## config.mk

```make
export PLATFORM = sky130hd
export DESIGN_NAME = bcd_time_decoder
export DESIGN_NICKNAME = d
export VERILOG_FILES = /design/src/rtl/bcd_time_decoder.sv
export SDC_FILE = /design/constraint.sdc
export NUM_CORES = 1
export LEC_CHECK = 0
export BUFFER_PORTS_ARGS = -buffer_cell sky130_fd_sc_hd__buf_4
export CORE_ASPECT_RATIO = 0.6
export CORE_UTILIZATION = 30
export CTS_CLUSTER_DIAMETER = 120
export DETAILED_ROUTE_END_ITERATION = 7
export MAX_ROUTING_LAYER = met4
export PLACE_DENSITY = 0.54
export SLEW_MARGIN = 25
export SYNTH_ARGS = -nofsm -noshare
export SYNTH_HDL_FRONTEND = slang
export SYNTH_SLANG_ARGS = --single-unit
```

## constraint.sdc

```tcl
create_clock -name clk -period 2.7 [get_ports clk]
set_clock_uncertainty 0.05 [all_clocks]
set_input_delay 0.81 -clock clk [delete_from_list [all_inputs] [get_ports clk]]
set_output_delay 0.81 -clock clk [all_outputs]
set_load 0.05 [all_outputs]
```

## src/rtl/bcd_time_decoder.sv

```systemverilog
// bcd_time_decoder: collects six serial BCD digits (MSB first), converts each
// two-digit field to binary, range-checks, and commits {f2,f1,f0} to time_date.
//
// Ports:
//   clk, rst_n        clock, asynchronous active-low reset
//   digit_valid/digit digit offer (4-bit BCD)
//   digit_ready       combinational: digit accepted when digit_valid & digit_ready
//   clear             synchronous abort of the entry in progress (ignored in CHECK)
//   time_date         committed binary fields {f2,f1,f0}
//   load / error      one-cycle strobes: commit / rejection or timeout
//   busy              entry or conversion in progress
//   digit_idx         digits accepted so far (0..6)
module bcd_time_decoder #(
    parameter int unsigned FIELD2_MAX    = 23,
    parameter int unsigned FIELD1_MAX    = 59,
    parameter int unsigned FIELD0_MAX    = 59,
    parameter int unsigned ENTRY_TIMEOUT = 50_000_000
) (
    input  logic        clk,
    input  logic        rst_n,
    input  logic        digit_valid,
    input  logic [3:0]  digit,
    output logic        digit_ready,
    input  logic        clear,
    output logic [23:0] time_date,
    output logic        load,
    output logic        error,
    output logic        busy,
    output logic [2:0]  digit_idx
);

    localparam int unsigned DIGITS  = 6;
    localparam int unsigned DIG_W   = 4;
    localparam int unsigned FIELD_W = 8;
    localparam int unsigned TD_W    = 3 * FIELD_W;
    localparam int unsigned BUF_W   = DIGITS * DIG_W;
    localparam int unsigned IDX_W   = 3;
    localparam int unsigned CNV_W   = 2;
    localparam int unsigned TO_W    = (ENTRY_TIMEOUT > 1) ? $clog2(ENTRY_TIMEOUT) : 1;

    localparam logic            TO_EN   = (ENTRY_TIMEOUT != 0);
    localparam logic [TO_W-1:0] TO_LAST = TO_W'((ENTRY_TIMEOUT == 0) ? 0 : ENTRY_TIMEOUT - 1);
    localparam logic [IDX_W-1:0] LAST_IDX = IDX_W'(DIGITS - 1);
    localparam logic [IDX_W-1:0] FULL_IDX = IDX_W'(DIGITS);
    localparam logic [CNV_W-1:0] LAST_CNV = CNV_W'(2);

    localparam logic [FIELD_W-1:0] F2_MAX = FIELD_W'(FIELD2_MAX);
    localparam logic [FIELD_W-1:0] F1_MAX = FIELD_W'(FIELD1_MAX);
    localparam logic [FIELD_W-1:0] F0_MAX = FIELD_W'(FIELD0_MAX);

    typedef enum logic [1:0] {
        ST_IDLE,
        ST_COLLECT,
        ST_CONVERT,
        ST_CHECK
    } state_t;

    state_t             state_q, state_d;
    logic [BUF_W-1:0]   bcd_q, bcd_d;
    logic [TD_W-1:0]    stage_q, stage_d;
    logic [CNV_W-1:0]   cnv_idx_q, cnv_idx_d;
    logic [TO_W-1:0]    to_cnt_q, to_cnt_d;
    logic [TD_W-1:0]    time_date_d;
    logic               load_d, error_d, busy_d;
    logic [IDX_W-1:0]   digit_idx_d;

    logic               hs;
    logic               bad_digit;
    logic               fields_ok;
    logic [3:0]         cnv_tens, cnv_ones;
    logic [FIELD_W-1:0] cnv_bin;

    // Two-digit BCD to binary: tens*8 + tens*2 + ones, zero-extended.
    function automatic logic [FIELD_W-1:0] bcd2bin(input logic [3:0] tens, input logic [3:0] ones);
        logic [6:0] b;
        b = (7'(tens) << 3) + (7'(tens) << 1) + 7'(ones);
        return {1'b0, b};
    endfunction

    // Handshake is allowed only while collecting and not being aborted.
    assign digit_ready = ((state_q == ST_IDLE) || (state_q == ST_COLLECT)) && !clear;
    assign hs          = digit_valid && digit_ready;
    assign bad_digit   = (digit > 4'd9);

    // Field being converted this cycle: f2, f1, f0 in that order.
    always_comb begin
        cnv_tens = bcd_q[23:20];
        cnv_ones = bcd_q[19:16];
        case (cnv_idx_q)
            2'd0: begin
                cnv_tens = bcd_q[23:20];
                cnv_ones = bcd_q[19:16];
            end
            2'd1: begin
                cnv_tens = bcd_q[15:12];
                cnv_ones = bcd_q[11:8];
            end
            default: begin
                cnv_tens = bcd_q[7:4];
                cnv_ones = bcd_q[3:0];
            end
        endcase
        cnv_bin = bcd2bin(cnv_tens, cnv_ones);
    end

    assign fields_ok = (stage_q[23:16] <= F2_MAX) &&
                       (stage_q[15:8]  <= F1_MAX) &&
                       (stage_q[7:0]   <= F0_MAX);

    // State register and all registered outputs.
    always_ff @(posedge clk or negedge rst_n) begin
        if (!rst_n) begin
            state_q   <= ST_IDLE;
            bcd_q     <= '0;
            stage_q   <= '0;
            cnv_idx_q <= '0;
            to_cnt_q  <= '0;
            time_date <= '0;
            load      <= 1'b0;
            error     <= 1'b0;
            busy      <= 1'b0;
            digit_idx <= '0;
        end else begin
            state_q   <= state_d;
            bcd_q     <= bcd_d;
            stage_q   <= stage_d;
            cnv_idx_q <= cnv_idx_d;
            to_cnt_q  <= to_cnt_d;
            time_date <= time_date_d;
            load      <= load_d;
            error     <= error_d;
            busy      <= busy_d;
            digit_idx <= digit_idx_d;
        end
    end

    // Next-state and next-output logic.
    always_comb begin
        state_d     = state_q;
        bcd_d       = bcd_q;
        stage_d     = stage_q;
        cnv_idx_d   = cnv_idx_q;
        to_cnt_d    = to_cnt_q;
        time_date_d = time_date;
        digit_idx_d = digit_idx;
        load_d      = 1'b0;
        error_d     = 1'b0;

        case (state_q)
            ST_IDLE: begin
                if (clear) begin
                    bcd_d       = '0;
                    digit_idx_d = '0;
                end else if (hs) begin
                    if (bad_digit) begin
                        error_d     = 1'b1;
                        bcd_d       = '0;
                        digit_idx_d = '0;
                    end else begin
                        bcd_d       = {20'd0, digit};
                        digit_idx_d = IDX_W'(1);
                        to_cnt_d    = '0;
                        state_d     = ST_COLLECT;
                    end
                end
            end

            ST_COLLECT: begin
                if (clear) begin
                    bcd_d       = '0;
                    digit_idx_d = '0;
                    to_cnt_d    = '0;
                    state_d     = ST_IDLE;
                end else if (hs) begin
                    to_cnt_d = '0;
                    if (bad_digit) begin
                        error_d     = 1'b1;
                        bcd_d       = '0;
                        digit_idx_d = '0;
                        state_d     = ST_IDLE;
                    end else begin
                        // Shift in MSB-first so the first digit ends up as f2 tens.
                        bcd_d       = {bcd_q[BUF_W-DIG_W-1:0], digit};
                        digit_idx_d = digit_idx + IDX_W'(1);
                        if (digit_idx == LAST_IDX) begin
                            digit_idx_d = FULL_IDX;
                            cnv_idx_d   = '0;
                            state_d     = ST_CONVERT;
                        end
                    end
                end else if (TO_EN) begin
                    if (to_cnt_q == TO_LAST) begin
                        error_d     = 1'b1;
                        bcd_d       = '0;
                        digit_idx_d = '0;
                        to_cnt_d    = '0;
                        state_d     = ST_IDLE;
                    end else begin
                        to_cnt_d = to_cnt_q + TO_W'(1);
                    end
                end
            end

            ST_CONVERT: begin
                if (clear) begin
                    bcd_d       = '0;
                    digit_idx_d = '0;
                    cnv_idx_d   = '0;
                    state_d     = ST_IDLE;
                end else begin
                    case (cnv_idx_q)
                        2'd0:    stage_d[23:16] = cnv_bin;
                        2'd1:    stage_d[15:8]  = cnv_bin;
                        default: stage_d[7:0]   = cnv_bin;
                    endcase
                    if (cnv_idx_q == LAST_CNV) begin
                        cnv_idx_d = '0;
                        state_d   = ST_CHECK;
                    end else begin
                        cnv_idx_d = cnv_idx_q + CNV_W'(1);
                    end
                end
            end

            ST_CHECK: begin
                // clear is deliberately ignored here: the check always completes.
                if (fields_ok) begin
                    time_date_d = stage_q;
                    load_d      = 1'b1;
                end else begin
                    error_d = 1'b1;
                end
                bcd_d       = '0;
                digit_idx_d = '0;
                state_d     = ST_IDLE;
            end

            default: begin
                bcd_d       = '0;
                digit_idx_d = '0;
                state_d     = ST_IDLE;
            end
        endcase

        busy_d = (state_d != ST_IDLE);
    end

endmodule

```

==> impl_metrics.yaml, run 1 <==
status:
  status: "complete, no violations"
cells_and_area:
  postLayoutCellArea_sq_um: 5800
  drive_above_1_share: 0.263
  diodes: 0
  fin_nets: 497
  area_growth_pct: 21.3
yosys:
  synth.area.mux_share: 0.0901
  synth_top_family_by_area: "simple AND/OR/NAND/NOR gates"
  ys_seq_area_frac: 0.534
  synth_edf_count: 0
  synth_top_area_cell: "dfrtp_1"
  synth_top_area_share: 0.534
  synthAdderAreaFrac: 0.0346
  synth-xor-area-share: 0.0293
  ys_warn_count: 0
  synthFlopType: "dfrtp_1"
  synth.most_common_cell: "dfrtp_1"
  ys_ff_latch: 102
  netlist_instances: 425
  synth_compound_area_frac: 0.101
  synth-simple-area-share: 0.176
  synth_area_leaders: "dfrtp_1 (53%), mux2_2 (7.5%), a22o_1 (4.4%)"
  synth-async-reset-ratio: 1.00
  synth_area_per_cell_sq_um: 11.2
  synthTopCellsByCount: "dfrtp_1 (102), nand2_1 (42), mux2_2 (32), nor2_1 (26), a22o_1 (24)"
  synthesis.area_sq_um: 4780
  ys_types: 48
critical_path:
  path_depth: 11
  worstSetupPathType: "reg2reg"
  required_ns: 2.88
  rr_worst_depth: 11
  end_kind: "flip-flop"
  r2r_setup_slack_ns: 0.006
  worst_setup_path_start_kind: "flip-flop"
  cp_top_family: "adder cells"
  path_cells: "buf_6 > mux2i_2 > o21ai_2 > fa_1 > inv_1 > fa_2 > inv_1 > a21o_1 > a21oi_2 > xnor2_2 > mux2_4"
  critical_path_peak_fanout: 7
  reg2reg_from: "cnv_idx_q[0]"
  crit_arrival_ns: 2.87
  critPathSlowestCell: "fa_1"
  path_buf_inv: 3
  critical-path-max-stage-delay_ns: 0.54
  r2r-end: "stage_q[22]"
  cp_common_cell: "inv_1"
timing:
  fmax_mhz: 371
  min_period_over_period: 0.998
  hold_ws_ns: 0.350
  setup_ws_ns: 0.00623
  slew_headroom: 0.440
  tns_ns: 0
  setup_viol: 0
  hold_viol: 0
  rsz0062_at_grt: "yes"
  report.final.slew_viol_count: 0
  tightest_slew_ns: 0.840
  layout_min_cycle_time_ns: 2.69
route:
  vias: 3409
  routed_wl_microns: 10800
  drt_first_iter_violations: 252
  ant_nets: 0
  drc: 0
  drt_pass1_iterations: 4
  wl_per_cell_microns: 15.7
  avgViaCountPerCell: 4.98
power:
  powerDensity_nw_per_um2: 535
  ir_worst_vdd_mv: 0.284
  leakagePower_nw: 2.77
cts:
  cts.path.max_buffers: 2
  clock_sinks: 102
  cts_buffers: 9
  htree_levels: 3
  cts-root-buf: "clkbuf_16"
  cts_tree: "yes"
  clkTransAtPathRegs_ns: 0.07
  hold_buffers: 0
  clock_latency_ns: 0.35
grt:
  overflow: 0
  grt_max_degree: 40
  grt_util_all_layers: 0.147
  antenna_found_initial: 0
  grt_pass1_vias: 3400
  grt_pass1_wl_microns: 18000
floorplanning:
  rows: 35
  dieArea_sq_um: 16400
  die_x_microns: 165
  die_y_microns: 99.7
  core-area_sq_um: 15500
  start_util: 0.309
  pin_count: 39
place:
  place_area_sq_um: 5400
  dp_worst_setup_slack_ns: -0.0977
  portBuffers: 35
  hpwlAfterDp_microns: 7700
  place.gp.congestion: 0.775
run:
  maxCapViolations: 0
hold_path:
  hp-class: "in2async"
## final cells by class
| cell class | count | area (sq um) |
|---|---|---|
| fill | 1494 | 9660 |
| clock inverter | 6 | 68.8 |
| multi-input combinational | 292 | 2140 |
| sequential | 102 | 2550 |
| inverter | 11 | 41.3 |
| timing repair buffer | 61 | 499 |
| tap | 203 | 254 |
| clock buffer | 10 | 239 |
## worst max-delay path by stage
stage	slack, ns	startpoint	endpoint
final	0.006	cnv_idx_q[0]	stage_q[22]
after global routing	-0.12	cnv_idx_q[0]	stage_q[22]
after CTS	0.001	cnv_idx_q[0]	stage_q[22]
after detailed placement	-0.1	cnv_idx_q[0]	stage_q[22]
after global placement	0.02	cnv_idx_q[0]	stage_q[22]
after floorplan	0.04	cnv_idx_q[1]	stage_q[22]
## layer usage
metal  GRT usage  vias to the layer above  part of all wire
met5           -                        -                 0
met4      0.0388                        0            0.0086
met3      0.0396                        8             0.042
met2       0.193                       69              0.41
met1       0.218                     1699              0.54
li1            -                     1633                 -
## where the power goes
group | internal, mW | total (mW) | switching, mW
logic | 0.0619 | 0.198 | 0.136
clock network | 0.751 | 1.34 | 0.585
registers | 1.54 | 1.57 | 0.0224
## cell usage in the layout (no fill, tap or decap), types with 12 or more instances in the layout
| cell | netlist | routed |
|---|---|---|
| nor2_1 | 26 | 24 |
| nand2_1 | 42 | 42 |
| nand4_1 | 12 | 12 |
| nand3_1 | 20 | 20 |
| buf_4 | 3 | 57 |
| xnor2_1 | 16 | 14 |
| mux2_2 | 32 | 30 |
| dfrtp_1 | 102 | 100 |
| a22o_1 | 24 | 24 |
| o21ai_0 | 17 | 14 |
## registers in the layout, summed over array words and instances (netlist names)
signal and cells:
busy 1, cnv_idx_q 2, time_date 21, error 1, digit_idx 3, load 1, to_cnt_q 26, bcd_q 24
state_q 2, stage_q 21
## cells by family after synthesis
family	Yosys count
AND/OR/NAND/NOR	156
multiplexers	39
adder cells (fa/ha/maj)	12
other	1
AO/OA/AOI/OAI	66
XOR/XNOR	16
flip-flops	102
buffers and inverters	33
## per-stage QoR
step           cells   util  power (mW)
2_1_floorplan    427      -        1.70
3_3_place_gp     666  0.349        1.79
3_5_place_dp     666  0.349        1.79
4_1_cts          682  0.370        3.14
5_1_grt          685  0.375        3.23
6_report         685  0.375        3.10
## repair_timing
item / 4_1_cts / 5_1_grt
pin swaps: 0 / 6
endpoints found under the setup margin: 6 / 8
buffers inserted: 0 / 3
gates resized for setup: 4 / 11
cloned: 0 / 0
No activity file was read; power rests on OpenSTA's default activity.
==> run 2, diff against run 1 <==
--- a/config.mk
+++ b/config.mk
@@ -6,12 +6,15 @@
 export NUM_CORES = 1
 export LEC_CHECK = 0
 export BUFFER_PORTS_ARGS = -buffer_cell sky130_fd_sc_hd__buf_4
+export CELL_PAD_IN_SITES_DETAIL_PLACEMENT = 1
+export CELL_PAD_IN_SITES_GLOBAL_PLACEMENT = 1
 export CORE_ASPECT_RATIO = 0.6
 export CORE_UTILIZATION = 30
 export CTS_CLUSTER_DIAMETER = 120
 export DETAILED_ROUTE_END_ITERATION = 7
 export MAX_ROUTING_LAYER = met4
-export PLACE_DENSITY = 0.54
+export PLACE_DENSITY = 0.63
+export RECOVER_POWER = 50
 export SLEW_MARGIN = 25
 export SYNTH_ARGS = -nofsm -noshare
 export SYNTH_HDL_FRONTEND = slang
==> run 2 against run 1 <==
Compared with the run above: first-iteration DRC count is 24% lower; power down 1.8%; via count is 3.4% higher; sequential cell count stayed put; sequential share of layout area grew 0.91 points; critical path type unchanged; critical endpoint unchanged; largest cell class unchanged; largest power group unchanged.
==> impl_metrics.yaml, run 2 (same netlist as run 1, synthesis figures left out) <==
status:
  status: "complete, no violations"
cells_and_area:
  diodes: 0
  fin_nets: 494
  drive_above_1_share: 0.240
  top_register: "to_cnt_q"
  layout_commonest_cell: "dfrtp_1"
  postLayoutCellArea_sq_um: 5680
  reg_top3: "to_cnt_q: 26 flops, bcd_q: 24 flops"
  area_growth_pct: 18.9
  layout_common_cells: "dfrtp_1 (100), buf_4 (44), nand2_1 (42)"
  largest_reg_flops: 26
grt:
  grt_util_all_layers: 0.163
  grt_pass1_wl_microns: 20100
  grt_max_degree: 103
  antenna_found_initial: 0
  grt_pass1_vias: 3655
  overflow: 0
power:
  powerDensity_nw_per_um2: 536
  power_frac_seq: 0.515
  switchingPower_uw: 795
  leakagePower_nw: 2.68
  ir_worst_vdd_mv: 0.281
  p_comb_frac: 0.063
  pwr-share-clk: 0.421
  internal_power_mw: 2.25
  swShare: 0.261
route:
  avgViaCountPerCell: 5.17
  routed_wl_microns: 11900
  ant_nets: 0
  vias: 3526
  drt_pass1_iterations: 4
  wl_per_cell_microns: 17.4
  drt_first_iter_violations: 192
  drc: 0
floorplanning:
  die_y_microns: 99.7
  core-area_sq_um: 15500
  dieArea_sq_um: 16400
  pin_count: 39
  rows: 35
  die_x_microns: 165
  start_util: 0.309
timing:
  rsz0062_at_grt: "yes"
  min_period_over_period: 0.989
  tightest_slew_ns: 1.44
  fmax_mhz: 374
  setup_viol: 0
  slew_headroom: 0.0399
  report.final.slew_viol_count: 0
  layout_min_cycle_time_ns: 2.67
  hold_ws_ns: 0.436
  hold_viol: 0
cts:
  htree_levels: 3
  hold_buffers: 0
  clkTransAtPathRegs_ns: 0.07
  cts.path.max_buffers: 2
  cts_tree: "yes"
  clock_sinks: 102
  cts_buffers: 9
  clock_latency_ns: 0.35
  cts-root-buf: "clkbuf_16"
critical_path:
  worst_setup_path_start_kind: "flip-flop"
  critPathLaunch: "cnv_idx_q[0]"
  r2r_setup_slack_ns: 0.03
  worstSetupPathType: "reg2reg"
  required_ns: 2.88
  r2r-end: "stage_q[22]"
  crit_path_end: "stage_q[22]"
  end_kind: "flip-flop"
  rr_worst_depth: 12
  reg2reg_from: "cnv_idx_q[0]"
  critical_path_peak_fanout: 7
  crit_arrival_ns: 2.85
place:
  portBuffers: 35
  place_area_sq_um: 5340
  place.gp.congestion: 0.777
  hpwlAfterDp_microns: 8210
run:
  maxCapViolations: 0
hold_path:
  hp-class: "reg2reg"
==> run 2: cell types whose count changed in the layout (fill, tap and decap cells not counted), moves of 3 or more <==
cell / previous run / this run
buf_12: 3 / 0
o21ai_0: 14 / 11
buf_4: 57 / 44
clkbuf_1: 0 / 9
==> run 2: worst min-delay path by stage <==
stage / depth (start not counted) / from / slack (ns) / endpoint
CTS: 2 / stage_q[0] / 0.44 / stage_q[0]
finish: 2 / stage_q[0] / 0.44 / stage_q[0]
detailed placement: 2 / stage_q[0] / 0.42 / stage_q[0]
global route: 2 / stage_q[0] / 0.48 / stage_q[0]
global placement: 2 / stage_q[0] / 0.42 / stage_q[0]
floorplan: 2 / stage_q[0] / 0.39 / stage_q[0]
==> run 2: final cells by class <==
| class | instances | area [sq um] |
|---|---|---|
| Multi-Input combinational cell | 292 | 2120 |
| Sequential cell | 102 | 2550 |
| Fill cell | 1718 | 9780 |
| Tap cell | 203 | 254 |
| Timing Repair Buffer | 58 | 413 |
| Clock buffer | 9 | 225 |
| Inverter | 11 | 41.3 |
| Clock inverter | 7 | 70.1 |
==> run 2: power by group through the flow <==
stage               clock network (mW)  logic (mW)  registers [mW]
finish                            1.28       0.193            1.57
global route                      1.38       0.215            1.57
CTS                               1.33       0.200            1.57
detailed placement                   0       0.194            1.60
global placement                     0       0.188            1.60
floorplan                            0      0.0987            1.60
==> run 2: routing by layer <==
layer	up-vias	global-route usage	share of wire
li1	1631	-	-
met1	1835	0.243	0.54
met2	56	0.220	0.42
met3	4	0.0354	0.034
met4	0	0.0381	0.0046
met5	-	-	0
==> run 2: critical path: stages, from the launching register on <==
cell and delay (ns):
dfrtp_2 0.46, buf_4 0.15, mux2i_1 0.21, o21ai_1 0.11
ha_1 0.34, ha_4 0.15, inv_2 0.04, fa_2 0.40
inv_2 0.06, a21o_1 0.12, a21oi_2 0.07, xnor2_2 0.15
mux2_2 0.27
==> run 2: through the flow <==
step	power, mW	instances	setup slack (ns)	setup TNS [ns]	util
after floorplan	1.70	427	0.0384	0	-
after global placement	1.78	661	-0.0513	-0.149	0.345
after detailed placement	1.79	661	-0.253	-0.751	0.345
after CTS	3.09	680	0.00463	0	0.368
after global routing	3.17	682	-0.102	-0.364	0.367
final	3.04	682	0.0284	0	0.367
==> run 2: what timing repair did <==
item	4_1_cts	5_1_grt
endpoints found under the setup margin	3	6
gates resized for setup	11	8
setup buffers	3	2
pin swaps	4	4
==> run 3, diff against run 2 <==
--- a/config.mk
+++ b/config.mk
@@ -9,11 +9,11 @@
 export CELL_PAD_IN_SITES_DETAIL_PLACEMENT = 1
 export CELL_PAD_IN_SITES_GLOBAL_PLACEMENT = 1
 export CORE_ASPECT_RATIO = 0.6
-export CORE_UTILIZATION = 30
+export CORE_UTILIZATION = 32
 export CTS_CLUSTER_DIAMETER = 120
 export DETAILED_ROUTE_END_ITERATION = 7
 export MAX_ROUTING_LAYER = met4
-export PLACE_DENSITY = 0.63
+export PLACE_DENSITY = 0.66
 export RECOVER_POWER = 50
 export SLEW_MARGIN = 25
 export SYNTH_ARGS = -nofsm -noshare
==> constraint.sdc (replaced) <==
create_clock -name clk -period 2.7 [get_ports clk]
set_clock_uncertainty 0.05 [all_clocks]
set_input_delay 0.81 -clock clk [delete_from_list [all_inputs] [get_ports clk]]
set_output_delay 0.81 -clock clk [all_outputs]
set_load 0.02 [all_outputs]
==> run 3 against run 2 <==
Compared with the run above: clock-buffer cell count is the same; setup slack gained 0.035 ns; fmax grew 1.3%; routed wire length shrank 3.9%; die area shrank 6.2%; sequential cell count is the same; combinational power shrank 12%; first-iteration DRC count shrank 36%; sequential power is essentially flat; critical path depth shrank 2.
==> impl_metrics.yaml, run 3 (same netlist as run 1, synthesis figures left out) <==
critical_path:
  r2r-end: "stage_q[6]"
  reg2reg_from: "cnv_idx_q[0]"
  critPathLaunch: "cnv_idx_q[0]"
  critical_path_peak_fanout: 5
  end_kind: "flip-flop"
  crit_path_end: "stage_q[6]"
  worstSetupPathType: "reg2reg"
  required_ns: 2.89
  rr_worst_depth: 10
  crit_arrival_ns: 2.82
  worst_setup_path_start_kind: "flip-flop"
  r2r_setup_slack_ns: 0.06
cts:
  clock_latency_ns: 0.35
  cts_buffers: 9
  hold_buffers: 0
  cts-root-buf: "clkbuf_16"
  clkTransAtPathRegs_ns: 0.07
  htree_levels: 3
  cts.path.max_buffers: 2
  cts_tree: "yes"
  clock_sinks: 102
place:
  place.gp.congestion: 0.803
  hpwlAfterDp_microns: 8400
  place_inst: 659
  portBuffers: 35
  dp_worst_setup_slack_ns: -0.0562
floorplanning:
  pin_count: 39
  core-area_sq_um: 14500
  die_y_microns: 96.6
  rows: 34
  dieArea_sq_um: 15400
  die_x_microns: 160
  start_util: 0.328
cells_and_area:
  fillers: 1605
  area_growth_pct: 19.2
  largest_reg_flops: 26
  diodes: 0
  stdcell_count: 678
  drive_above_1_share: 0.242
  layout_commonest_cell: "dfrtp_1"
  reg_top3: "to_cnt_q: 26 flops, bcd_q: 24 flops"
  fin_nets: 495
  top_register: "to_cnt_q"
  fin_util: 0.391
  layout_common_cells: "dfrtp_1 (100), buf_4 (49), nand2_1 (42)"
status:
  status: "complete, no violations"
grt:
  overflow: 0
  grt_pass1_wl_microns: 19400
  grt_pass1_vias: 3631
  grt_max_degree: 51
  antenna_found_initial: 0
  grt_util_all_layers: 0.164
power:
  leakagePower_nw: 2.72
  power_mw: 3.00
  ir_worst_vdd_mv: 0.291
  powerDensity_nw_per_um2: 526
route:
  ant_nets: 0
  drt_pass1_iterations: 4
  avgViaCountPerCell: 5.15
  vias: 3490
  wl_per_cell_microns: 16.8
  routed_wl_microns: 11400
  dr_wl_met2_microns: 4770
  top_layer: "met4"
  drt_first_iter_violations: 123
  met3_wirelength_microns: 319
  drt-met1-wl_microns: 6190
  drc: 0
timing:
  min_period_over_period: 0.976
  hold_ws_ns: 0.435
  fmax_mhz: 379
  report.final.slew_viol_count: 0
  setup_viol: 0
  setup_ws_ns: 0.0639
  layout_min_cycle_time_ns: 2.64
  slew_headroom: 0.166
  tightest_slew_ns: 1.25
  rsz0062_at_grt: "yes"
  hold_viol: 0
hold_path:
  hp-class: "reg2reg"
run:
  maxCapViolations: 0
[run 3: how the worst min path moves through the flow]
stage	from	endpoint	slack, ns	cells past startpoint
detailed placement	stage_q[0]	stage_q[0]	0.42	2
global route	stage_q[0]	stage_q[0]	0.48	2
global placement	stage_q[0]	stage_q[0]	0.42	2
finish	stage_q[0]	stage_q[0]	0.43	2
floorplan	stage_q[0]	stage_q[0]	0.39	2
CTS	rst_n	time_date[22]	0.44	1
[run 3: area by class of cell]
| class | instances | area (sq um) | area share |
|---|---|---|---|
| flip-flops and latches | 102 | 2550 | 0.449 |
| multi-input cells | 292 | 2110 | 0.371 |
| repair buffers | 59 | 447 | 0.0784 |
| well taps | 198 | 248 | 0.0435 |
| clock buffers | 9 | 225 | 0.0395 |
| clock inverters | 7 | 67.6 | 0.0119 |
| inverters | 11 | 41.3 | 0.00725 |
[run 3: per-layer routing]
metal  up-vias  global-route usage
met4         0              0.0377
met2        53               0.223
met1      1786               0.245
met5         -                   -
met3        13              0.0369
li1       1638                   -
[run 3: power breakdown]
group / internal, mW / leakage (nW) / switching (mW) / total [mW]
clock network: 0.646 / 0.140 / 0.616 / 1.26
logic: 0.0557 / 1.17 / 0.113 / 0.169
registers: 1.54 / 1.41 / 0.0230 / 1.57
total: 2.24 / 2.72 / 0.752 / 3.00
[run 3: worst max-delay path, cell delays in order, from the launching register on]
cell	delay, ns
dfrtp_2	0.43
mux2i_1	0.24
o21ai_2	0.11
fa_1	0.61
inv_1	0.07
fa_2	0.35
inv_2	0.05
a21o_1	0.12
a21oi_2	0.07
xnor2_2	0.15
mux2_2	0.28
[run 3: through the flow]
| stage | TNS [ns] | instance area, sq um |
|---|---|---|
| floorplan | 0 | 4810 |
| global placement | 0 | 5370 |
| detailed placement | -0.128 | 5370 |
| CTS | 0 | 5660 |
| global route | -0.105 | 5700 |
| finish | 0 | 5700 |
[run 3: what timing repair did]
action | in CTS | in global routing
gates resized for setup | 3 | 11
cloned | 0 | 0
buffers inserted | 0 | 3
setup endpoints to repair | 3 | 4
pin swaps | 0 | 6
